## config.mk

```make
export PLATFORM = sky130hd
export DESIGN_NAME = bcd_to_bin_seq
export DESIGN_NICKNAME = d
export VERILOG_FILES = /design/src/rtl/bcd_to_bin_seq.sv
export SDC_FILE = /design/constraint.sdc
export NUM_CORES = 1
export LEC_CHECK = 0
export CAP_MARGIN = 5
export CORE_AREA = 2 2 125 127
export CTS_CLUSTER_SIZE = 24
export DETAILED_ROUTE_END_ITERATION = 10
export DIE_AREA = 0 0 127 129
export DONT_BUFFER_PORTS = 1
export GPL_ROUTABILITY_DRIVEN = 0
export PLACE_DENSITY = 0.6
export SLEW_MARGIN = 20
export SYNTH_ARGS = -nofsm -noshare
export SYNTH_HDL_FRONTEND = slang
export SYNTH_SLANG_ARGS = --single-unit
```

## constraint.sdc

```tcl
create_clock -name clk -period 2.9 [get_ports clk]
set_clock_uncertainty 0.15 [all_clocks]
set_input_delay 0.29 -clock clk [delete_from_list [all_inputs] [get_ports clk]]
set_output_delay 0.29 -clock clk [all_outputs]
set_load 0.05 [all_outputs]
```

## src/rtl/bcd_to_bin_seq.sv

```systemverilog
// ============================================================================
// Module   : bcd_to_bin_seq
// Purpose  : Sequential packed-BCD to unsigned binary converter. It performs
//            one multiply-by-ten-and-add per clock under a start/busy/done
//            handshake. Optional macro BCD_CHECK_EN adds invalid-digit
//            detection.
// Revision : 1.0 - initial release
// ============================================================================
`default_nettype none

module bcd_to_bin_seq #(
  parameter int NDIGITS = 8,
  parameter int BW      = 27
) (
  input  logic                   clk,
  input  logic                   reset,
  input  logic                   start,
  input  logic [4*NDIGITS-1:0]   bcd_in,
  output logic                   busy,
  output logic                   done,
  output logic [BW-1:0]          binary,
  output logic                   err
);

  localparam int CW = (NDIGITS > 1) ? $clog2(NDIGITS) : 1;

  typedef enum logic [0:0] {
    S_IDLE = 1'b0,
    S_CONV = 1'b1
  } state_t;

  state_t               r_state;
  state_t               w_next;
  logic [4*NDIGITS-1:0] r_shift;
  logic [BW-1:0]        r_acc;
  logic [BW-1:0]        w_sum;
  logic [CW-1:0]        r_cnt;
  logic                 w_last;

  // acc*10 built from two shifts so no multiplier is inferred
  assign w_sum  = (r_acc << 3) + (r_acc << 1) + BW'(r_shift[4*NDIGITS-1 -: 4]);
  assign w_last = (r_cnt == CW'(NDIGITS - 1));

  always_ff @(posedge clk or posedge reset) begin
    if (reset) r_state <= S_IDLE;
    else       r_state <= w_next;
  end

  always_comb begin
    w_next = r_state;
    busy   = 1'b0;
    case (r_state)
      S_IDLE: if (start) w_next = S_CONV;
      S_CONV: begin
        busy = 1'b1;
        if (w_last) w_next = S_IDLE;
      end
      default: w_next = S_IDLE;
    endcase
  end

`ifdef BCD_CHECK_EN
  logic w_bad;
  logic r_invalid;

  always_comb begin
    w_bad = 1'b0;
    for (int i = 0; i < NDIGITS; i++) begin
      if (bcd_in[4*i +: 4] > 4'd9) w_bad = 1'b1;
    end
  end
`else
  assign err = 1'b0;
`endif

  always_ff @(posedge clk or posedge reset) begin
    if (reset) begin
      r_shift   <= '0;
      r_acc     <= '0;
      r_cnt     <= '0;
      done      <= 1'b0;
      binary    <= '0;
`ifdef BCD_CHECK_EN
      r_invalid <= 1'b0;
      err       <= 1'b0;
`endif
    end else begin
      done <= 1'b0;
      if (r_state == S_IDLE) begin
        if (start) begin
          r_shift   <= bcd_in;
          r_acc     <= '0;
          r_cnt     <= '0;
`ifdef BCD_CHECK_EN
          r_invalid <= w_bad;
`endif
        end
      end else begin
        r_acc   <= w_sum;
        r_shift <= r_shift << 4;
        r_cnt   <= r_cnt + 1'b1;
        if (w_last) begin
          done <= 1'b1;
`ifdef BCD_CHECK_EN
          binary <= r_invalid ? '0 : w_sum;
          err    <= r_invalid;
`else
          binary <= w_sum;
`endif
        end
      end
    end
  end

endmodule

`default_nettype wire

```

==> results of run 1 <==
final cells by class:
class	instances	area [um2]	share of cell area, %
multi-input combinational	449	3260	50.0
clock inverter	6	50.0	0.767
inverter	17	66.3	1.02
tap	188	235	3.60
sequential	90	2250	34.5
timing repair buffer	48	437	6.69
clock buffer	9	225	3.45
kinds of logic (layout without fill, tap and decap cells):
kind of cell    after synthesis  in the layout
simple gates                187            187
compound gates              148            148
mux                          45             45
flops                        90             90
xor+xnor                     16             16
buf+inv                      52             80
fa+ha+maj                    52             52
other cells                   1              1
repair_timing:
item                                    4_1_cts  5_1_grt
setup buffers                                 3        3
resized for setup                             5       18
hold buffers                                 24        0
endpoints found under the setup margin        9       27
endpoints found under the hold margin        78        0
pin swaps                                    12       10
metrics by stage:
step / TNS (ns) / worst slack (ns) / utilization (%) / cells / hold WS (ns)
after floorplan: 0 / 0.125 / - / 591 / 0.296
after global placement: -0.0391 / -0.0315 / 39.3 / 764 / 0.176
after detailed placement: -0.247 / -0.0826 / 39.3 / 764 / 0.188
after CTS: -0.0170 / -0.0126 / 43.0 / 806 / 0.000145
after global routing: -0.878 / -0.104 / 43.6 / 807 / 0.00804
final: 0 / 0.00228 / 43.6 / 807 / 0.0119
flip-flops by register name, summed over array words and instances, names as in the netlist:
| signal | count |
|---|---|
| r_state | 1 |
| done | 1 |
| r_acc | 26 |
| r_cnt | 3 |
| r_shift | 32 |
| binary | 27 |
final timing paths:
check | from | to | slack, ns | depth (start not counted)
max | r_acc[2] | binary[19] | 0.002 | 10
min | bcd_in[15] | r_shift[15] | 0.01 | 2
max reg2reg | r_acc[2] | binary[19] | 0.002 | 10
min reg2reg | r_shift[19] | r_shift[23] | 0.33 | 2
max in group asynchronous | reset | binary[15] | 1.56 | 3
min in group asynchronous | reset | binary[0] | 0.39 | 2
cell usage in the layout, fill, tap and decap left out, types with 20 or more instances in the layout:
cell type	netlist	routed
a21oi_1	21	20
dfrtp_1	90	89
dlygate4sd3_1	0	24
nand3_1	20	20
mux2i_1	38	38
nor2_1	27	27
nand2_1	92	92
ha_1	50	47
buf_4	1	22
o21ai_0	46	46
per-layer routing:
layer | vias to the layer above | GRT usage, %
li1 | 2206 | -
met1 | 2219 | 21.9
met2 | 97 | 28.7
met3 | 27 | 4.53
met4 | 0 | 6.66
met5 | - | 0
==> flow_summary.html, run 1 <==
<table>
<tr><th>Metric</th><th>Value</th></tr>
<tr><th colspan="2">Synth</th></tr>
<tr><td>Synth Area in Compound Gates</td><td>18.3%</td></tr>
<tr><td>Synth Area in Simple Gates</td><td>15.3%</td></tr>
<tr><td>Synth Area in XOR/XNOR</td><td>2.49%</td></tr>
<tr><td>Main synth FF type</td><td>dfrtp_1</td></tr>
<tr><td>Number of nets produced by synthesis</td><td>678</td></tr>
<tr><td>Post-synthesis mux area share</td><td>8.16%</td></tr>
<tr><td>Register area share after synthesis</td><td>40.0%</td></tr>
<tr><td>Most common cell in the synthesized netlist</td><td>nand2_1</td></tr>
<tr><td>Share of flip-flops with an asynchronous set or reset after synthesis</td><td>100%</td></tr>
<tr><td>Synthesized area per cell</td><td>9.52 um2</td></tr>
<tr><td>Adder-cell share of the synthesized area</td><td>11.8%</td></tr>
<tr><td>Register bit count reported by yosys</td><td>90</td></tr>
<tr><td>Synth area leader</td><td>dfrtp_1</td></tr>
<tr><td>Count of flip-flops with a built-in enable after synthesis</td><td>0</td></tr>
<tr><td>Post-synthesis instance area</td><td>5630 um2</td></tr>
<tr><td>Number of synthesis warnings</td><td>0</td></tr>
<tr><td>Number of unique standard cell types used by synthesis</td><td>63</td></tr>
<tr><td>Count of mapped cells out of synthesis</td><td>591</td></tr>
<tr><td>Area share of the leading cell type in the synthesized netlist</td><td>40.0%</td></tr>
<tr><td>Ranking of synthesized cells by instance count</td><td>nand2_1, dfrtp_1, ha_1</td></tr>
<tr><td>Largest family of logic cells by synthesized area</td><td>compound AO/OA/AOI/OAI gates</td></tr>
<tr><td>Largest cells by area after synthesis</td><td>dfrtp_1, ha_1, mux2i_1</td></tr>
<tr><th colspan="2">Route</th></tr>
<tr><td>Detailed route wirelength on metal3</td><td>698 um</td></tr>
<tr><td>Highest routed metal layer</td><td>met4</td></tr>
<tr><td>Drt drc</td><td>0</td></tr>
<tr><td>First-pass DRT Iterations</td><td>4</td></tr>
<tr><td>Detail-routed via count per cell</td><td>5.64</td></tr>
<tr><td>Wire length after detailed routing</td><td>13600 um</td></tr>
<tr><td>WL met2</td><td>6440 um</td></tr>
<tr><td>WL met1</td><td>6170 um</td></tr>
<tr><td>Number of vias after detailed routing</td><td>4549</td></tr>
<tr><td>Per-cell routed wire length</td><td>16.9 um</td></tr>
<tr><td>Post-DRT Antenna Nets</td><td>0</td></tr>
<tr><td>DRC violation total after the first TritonRoute iteration</td><td>270</td></tr>
<tr><th colspan="2">CTS</th></tr>
<tr><td>TritonCTS buffer count</td><td>9</td></tr>
<tr><td>Clock tree from TritonCTS</td><td>built</td></tr>
<tr><td>H-tree depth</td><td>3</td></tr>
<tr><td>Root buffer cell</td><td>clkbuf_16</td></tr>
<tr><td>Clock tree buffer depth</td><td>2</td></tr>
<tr><td>Number of clock sinks</td><td>90</td></tr>
<tr><td>Worst-path clk slew</td><td>0.07 ns</td></tr>
<tr><td>Clock insertion delay at the later pin of the skew report</td><td>0.35 ns</td></tr>
<tr><th colspan="2">Setup path</th></tr>
<tr><td>Kind of cell adding the most delay to the critical path</td><td>compound AO/OA/AOI/OAI gates</td></tr>
<tr><td>Startpoint kind of the worst setup timing path</td><td>flop</td></tr>
<tr><td>Crit end category</td><td>flop</td></tr>
<tr><td>Worst path cell trace</td><td>buf_4 &gt; ha_1 &gt; ha_2 &gt; a21o_1 &gt; a21oi_4 &gt; a21oi_4 &gt; o41ai_4 &gt; buf_4 &gt; nand4_1 &gt; nand3_1</td></tr>
<tr><td>Maximum fanout encountered on the critical timing path</td><td>7</td></tr>
<tr><td>WS Path Type</td><td>reg -&gt; reg</td></tr>
<tr><td>Data required time at the worst endpoint</td><td>3.02 ns</td></tr>
<tr><td>Cell with the biggest individual delay on the critical path</td><td>o41ai_4</td></tr>
<tr><td>WP buf/inv</td><td>2</td></tr>
<tr><td>Slowest stage delay, CP</td><td>0.53 ns</td></tr>
<tr><td>Signal arrival time at the worst endpoint</td><td>3.02 ns</td></tr>
<tr><th colspan="2">Placement</th></tr>
<tr><td>I/O Buffers</td><td>0</td></tr>
<tr><td>HPWL reported at the end of detailed placement</td><td>9690 um</td></tr>
<tr><td>Cell area after placement</td><td>5880 um2</td></tr>
<tr><th colspan="2">Timing</th></tr>
<tr><td>Worst max-slew margin expressed relative to the limit</td><td>33.9%</td></tr>
<tr><td>Final critical-path required period</td><td>2.90 ns</td></tr>
<tr><td>Slew @ Worst Pin</td><td>0.988 ns</td></tr>
<tr><td>Achievable Freq</td><td>0.345 GHz</td></tr>
<tr><td>Final Cycle Share</td><td>99.9%</td></tr>
<tr><td>Final Max Tran Viols</td><td>0</td></tr>
<tr><td>Unrepaired setup endpoints after global routing</td><td>true</td></tr>
<tr><td>Final count of hold timing violations</td><td>0</td></tr>
<tr><td>Setup-violating endpoint count in the final report</td><td>0</td></tr>
<tr><th colspan="2">Outcome</th></tr>
<tr><td>Outcome</td><td>finished, final reports clean</td></tr>
<tr><th colspan="2">Die</th></tr>
<tr><td>Area enclosed by the die boundary</td><td>16400 um2</td></tr>
<tr><td>Core footprint</td><td>15000 um2</td></tr>
<tr><td>Height of the die</td><td>129 um</td></tr>
<tr><td>I/O pin count</td><td>65</td></tr>
<tr><td>Rows</td><td>45</td></tr>
<tr><td>Starting Density</td><td>37.6%</td></tr>
<tr><td>Die X-Extent</td><td>127 um</td></tr>
<tr><th colspan="2">Final layout</th></tr>
<tr><td>Antenna cells</td><td>0</td></tr>
<tr><td>Net count of the finished layout</td><td>702</td></tr>
<tr><td>Fin area</td><td>6530 um2</td></tr>
<tr><td>Fraction of final layout cells with drive strength greater than 1</td><td>12.8%</td></tr>
<tr><td>Growth of design area from synthesis to finish</td><td>16.0%</td></tr>
<tr><td>Number of inserted filler cells in the final layout</td><td>1439</td></tr>
<tr><th colspan="2">Global route</th></tr>
<tr><td>Overflow left after global routing</td><td>0</td></tr>
<tr><td>Global-route usage over all layers</td><td>17.3%</td></tr>
<tr><td>Wire length of the first global-routing pass</td><td>22900 um</td></tr>
<tr><td>Largest net degree at the start of global routing</td><td>75</td></tr>
<tr><td>Antenna violations before repair</td><td>0</td></tr>
<tr><td>Vias in the first global route</td><td>4595</td></tr>
<tr><th colspan="2">Flow run</th></tr>
<tr><td>Number of max-cap violations</td><td>0</td></tr>
<tr><th colspan="2">Hold path</th></tr>
<tr><td>Worst hold path type</td><td>in -&gt; reg</td></tr>
</table>
Power of run 1 is left out: the tool's default activity adds up to more than one toggle a clock period on the data nets, which glitch-free logic cannot reach.
==> inputs of run 2 (changes only) <==
--- a/config.mk
+++ b/config.mk
@@ -6,13 +6,13 @@
 export NUM_CORES = 1
 export LEC_CHECK = 0
 export CAP_MARGIN = 5
-export CORE_AREA = 2 2 125 127
+export CORE_AREA = 2 2 122 124
 export CTS_CLUSTER_SIZE = 24
 export DETAILED_ROUTE_END_ITERATION = 10
-export DIE_AREA = 0 0 127 129
+export DIE_AREA = 0 0 124 126
 export DONT_BUFFER_PORTS = 1
 export GPL_ROUTABILITY_DRIVEN = 0
-export PLACE_DENSITY = 0.6
+export PLACE_DENSITY = 0.63
 export SLEW_MARGIN = 20
 export SYNTH_ARGS = -nofsm -noshare
 export SYNTH_HDL_FRONTEND = slang
==> run 2 against run 1 <==
Worst hold slack got worse by 0.011 ns. Critical path depth unchanged. Core utilization grew 2.5 points. Register-to-register slack hardly changed. Critical endpoint is now binary[21]. Maximum frequency rose by 0.50%. Design area up 1.0%. Sequential cell count is the same. First-iteration DRC count is 3.3% higher. Critical path type unchanged. Largest cell class unchanged. Routed wire length increased by 2.5%. Via count rose by 0.40%.
==> flow_summary.html, run 2 (synthesis gave the netlist of run 1 again) <==
<table>
<tr><th>Metric</th><th>Value</th></tr>
<tr><th colspan="2">CTS</th></tr>
<tr><td>TritonCTS buffer count</td><td>9 (unchanged)</td></tr>
<tr><td>Clock tree from TritonCTS</td><td>built</td></tr>
<tr><td>Number of clock sinks</td><td>90 (unchanged)</td></tr>
<tr><td>Clock insertion delay at the later pin of the skew report</td><td>0.36 ns (about the same)</td></tr>
<tr><td>Worst-path clk slew</td><td>0.07 ns (about the same)</td></tr>
<tr><td>Root buffer cell</td><td>clkbuf_16</td></tr>
<tr><td>H-tree depth</td><td>3 (unchanged)</td></tr>
<tr><td>Clock tree buffer depth</td><td>2 (unchanged)</td></tr>
<tr><th colspan="2">Final layout</th></tr>
<tr><td>Net count of the finished layout</td><td>704 (+0.28%)</td></tr>
<tr><td>Register cell area after layout</td><td>2250 um2 (unchanged)</td></tr>
<tr><td>Most frequent standard cell in the layout excluding fill and tap cells</td><td>nand2_1</td></tr>
<tr><td>Biggest register</td><td>r_shift</td></tr>
<tr><td>Number of inserted filler cells in the final layout</td><td>1379 (-4.2%)</td></tr>
<tr><td>Max FFs per register</td><td>32 (unchanged)</td></tr>
<tr><td>Footprint of the multi-input gates</td><td>3290 um2 (+1.0%)</td></tr>
<tr><td>Antenna cells</td><td>0 (unchanged)</td></tr>
<tr><td>Most used cells in the layout excluding fill and tap cells</td><td>nand2_1, dfrtp_1, ha_1, o21ai_0, mux2i_1</td></tr>
<tr><td>Growth of design area from synthesis to finish</td><td>17.2%</td></tr>
<tr><td>Number of standard cells in the layout, taps in and fillers out</td><td>806 (-0.12%)</td></tr>
<tr><td>Regs by FF count</td><td>r_shift: 32 flops, binary: 27 flops, r_acc: 26 flops</td></tr>
<tr><td>Fraction of final layout cells with drive strength greater than 1</td><td>13.3% (+0.58 points)</td></tr>
<tr><th colspan="2">Route</th></tr>
<tr><td>Post-DRT Antenna Nets</td><td>0 (unchanged)</td></tr>
<tr><td>Per-cell routed wire length</td><td>17.3 um (+2.7%)</td></tr>
<tr><td>First-pass DRT Iterations</td><td>5 (+1)</td></tr>
<tr><td>Drt drc</td><td>0 (unchanged)</td></tr>
<tr><td>Detail-routed via count per cell</td><td>5.67 (+0.52%)</td></tr>
<tr><td>WL met1</td><td>6140 um (-0.50%)</td></tr>
<tr><td>Highest routed metal layer</td><td>met4</td></tr>
<tr><td>Number of vias after detailed routing</td><td>4567 (+0.40%)</td></tr>
<tr><td>Wire length after detailed routing</td><td>14000 um (+2.5%)</td></tr>
<tr><td>Detailed route wirelength on metal3</td><td>823 um (+18%)</td></tr>
<tr><td>WL met2</td><td>6750 um (+4.9%)</td></tr>
<tr><td>DRC violation total after the first TritonRoute iteration</td><td>279 (+3.3%)</td></tr>
<tr><th colspan="2">Global route</th></tr>
<tr><td>Wire length of the first global-routing pass</td><td>23200 um (+1.5%)</td></tr>
<tr><td>Overflow left after global routing</td><td>0 (unchanged)</td></tr>
<tr><td>Largest net degree at the start of global routing</td><td>54 (-28%)</td></tr>
<tr><td>Antenna violations before repair</td><td>0 (unchanged)</td></tr>
<tr><td>Vias in the first global route</td><td>4637 (+0.91%)</td></tr>
<tr><td>Global-route usage over all layers</td><td>18.9% (+1.6 points)</td></tr>
<tr><th colspan="2">Flow run</th></tr>
<tr><td>Number of max-cap violations</td><td>0 (unchanged)</td></tr>
<tr><th colspan="2">Timing</th></tr>
<tr><td>Final Cycle Share</td><td>99.4% (-0.50 points)</td></tr>
<tr><td>Achievable Freq</td><td>0.347 GHz (+0.50%)</td></tr>
<tr><td>Final Max Tran Viols</td><td>0 (unchanged)</td></tr>
<tr><td>Setup-violating endpoint count in the final report</td><td>0 (unchanged)</td></tr>
<tr><td>Slew @ Worst Pin</td><td>1.07 ns (+0.0864 ns)</td></tr>
<tr><td>Final-layout worst hold slack</td><td>0.00101 ns (-0.0109 ns)</td></tr>
<tr><td>Unrepaired setup endpoints after global routing</td><td>true</td></tr>
<tr><td>Final count of hold timing violations</td><td>0 (unchanged)</td></tr>
<tr><td>Worst max-slew margin expressed relative to the limit</td><td>28.1% (-5.8 points)</td></tr>
<tr><td>Setup TNS Final</td><td>0 ns (unchanged)</td></tr>
<tr><td>Final critical-path required period</td><td>2.88 ns (-0.0145 ns)</td></tr>
<tr><th colspan="2">Die</th></tr>
<tr><td>Area enclosed by the die boundary</td><td>15600 um2 (-4.6%)</td></tr>
<tr><td>Starting Density</td><td>39.3% (+1.7 points)</td></tr>
<tr><td>I/O pin count</td><td>65 (unchanged)</td></tr>
<tr><td>Rows</td><td>44 (-2.2%)</td></tr>
<tr><td>Height of the die</td><td>126 um (-2.3%)</td></tr>
<tr><td>Die X-Extent</td><td>124 um (-2.4%)</td></tr>
<tr><td>Core footprint</td><td>14300 um2 (-4.4%)</td></tr>
<tr><th colspan="2">Setup path</th></tr>
<tr><td>Data required time at the worst endpoint</td><td>3.04 ns (+0.02 ns)</td></tr>
<tr><td>Kind of cell adding the most delay to the critical path</td><td>adder cells</td></tr>
<tr><td>Signal arrival time at the worst endpoint</td><td>3.03 ns (about the same)</td></tr>
<tr><td>WS Path Type</td><td>reg -&gt; reg</td></tr>
<tr><td>WP buf/inv</td><td>2 (unchanged)</td></tr>
<tr><td>Slowest stage delay, CP</td><td>0.58 ns (+0.05 ns)</td></tr>
<tr><td>Maximum fanout encountered on the critical timing path</td><td>6 (-1)</td></tr>
<tr><td>Worst path cell trace</td><td>inv_2 &gt; fa_1 &gt; inv_1 &gt; ha_1 &gt; a21o_1 &gt; nand4_4 &gt; a311oi_2 &gt; nor2_4 &gt; or4_1 &gt; nand3_1</td></tr>
<tr><td>Startpoint kind of the worst setup timing path</td><td>flop</td></tr>
<tr><td>Cell with the biggest individual delay on the critical path</td><td>fa_1</td></tr>
<tr><td>Crit end category</td><td>flop</td></tr>
<tr><th colspan="2">Placement</th></tr>
<tr><td>I/O Buffers</td><td>0 (unchanged)</td></tr>
<tr><td>HPWL reported at the end of detailed placement</td><td>9910 um (+2.2%)</td></tr>
<tr><td>Number of cells after detailed placement</td><td>758 (-0.79%)</td></tr>
<tr><th colspan="2">Hold path</th></tr>
<tr><td>Worst hold path type</td><td>in -&gt; reg</td></tr>
<tr><th colspan="2">Outcome</th></tr>
<tr><td>Outcome</td><td>finished, final reports clean</td></tr>
</table>
-- run 2: area by class of cell --
type	count	area share (%)
multi-input cells	449	49.9
clock inverters	6	0.835
well taps	184	3.49
flip-flops and latches	90	34.2
repair buffers	50	6.96
inverters	17	0.987
clock buffers	10	3.62
-- run 2: path summary, 6_finish.rpt --
check                            startpoint          end  slack, ns  cells past startpoint
worst max-delay path            r_shift[31]   binary[21]       0.02                     10
worst min-delay path             bcd_in[14]  r_shift[14]      0.001                      2
worst max register to register  r_shift[31]   binary[21]       0.02                     10
worst min register to register  r_shift[22]  r_shift[26]       0.34                      2
max in group asynchronous             reset     r_acc[1]       1.48                      4
min in group asynchronous             reset    binary[5]       0.31                      2
-- run 2: what timing repair did --
| action | 4_1_cts | 5_1_grt |
|---|---|---|
| hold endpoints to repair | 60 | 1 |
| pin swaps | 2 | 13 |
| endpoints found under the setup margin | 2 | 27 |
| buffers inserted | 0 | 6 |
| hold buffers | 26 | 1 |
| gates resized for setup | 2 | 24 |
-- run 2: routing by layer --
layer | track usage [%] | vias up
met4 | 6.54 | 0
met5 | 0 | -
li1 | - | 2193
met3 | 5.25 | 20
met1 | 24.6 | 2238
met2 | 30.2 | 116
-- run 2: per-stage QoR --
stage	area [um2]	util (%)	setup WS, ns
detailed placement	5860	40.9	-0.0314
global placement	5860	40.9	0.0123
finish	6600	46.1	0.0167
CTS	6420	44.9	-0.00371
global route	6600	46.1	-0.0878
floorplan	5630	-	0.125
-- run 2: worst reg2reg max path, delay by kind of cell (launching register included) --
| family | cells | cell delay (ns) |
|---|---|---|
| buffers and inverters | 2 | 0.11 |
| AND/OR/NAND/NOR | 4 | 0.81 |
| flip-flops | 1 | 0.37 |
| AO/OA/AOI/OAI | 2 | 0.54 |
| adder cells (fa/ha/maj) | 2 | 0.85 |
Power of run 2 is left out for the same reason.
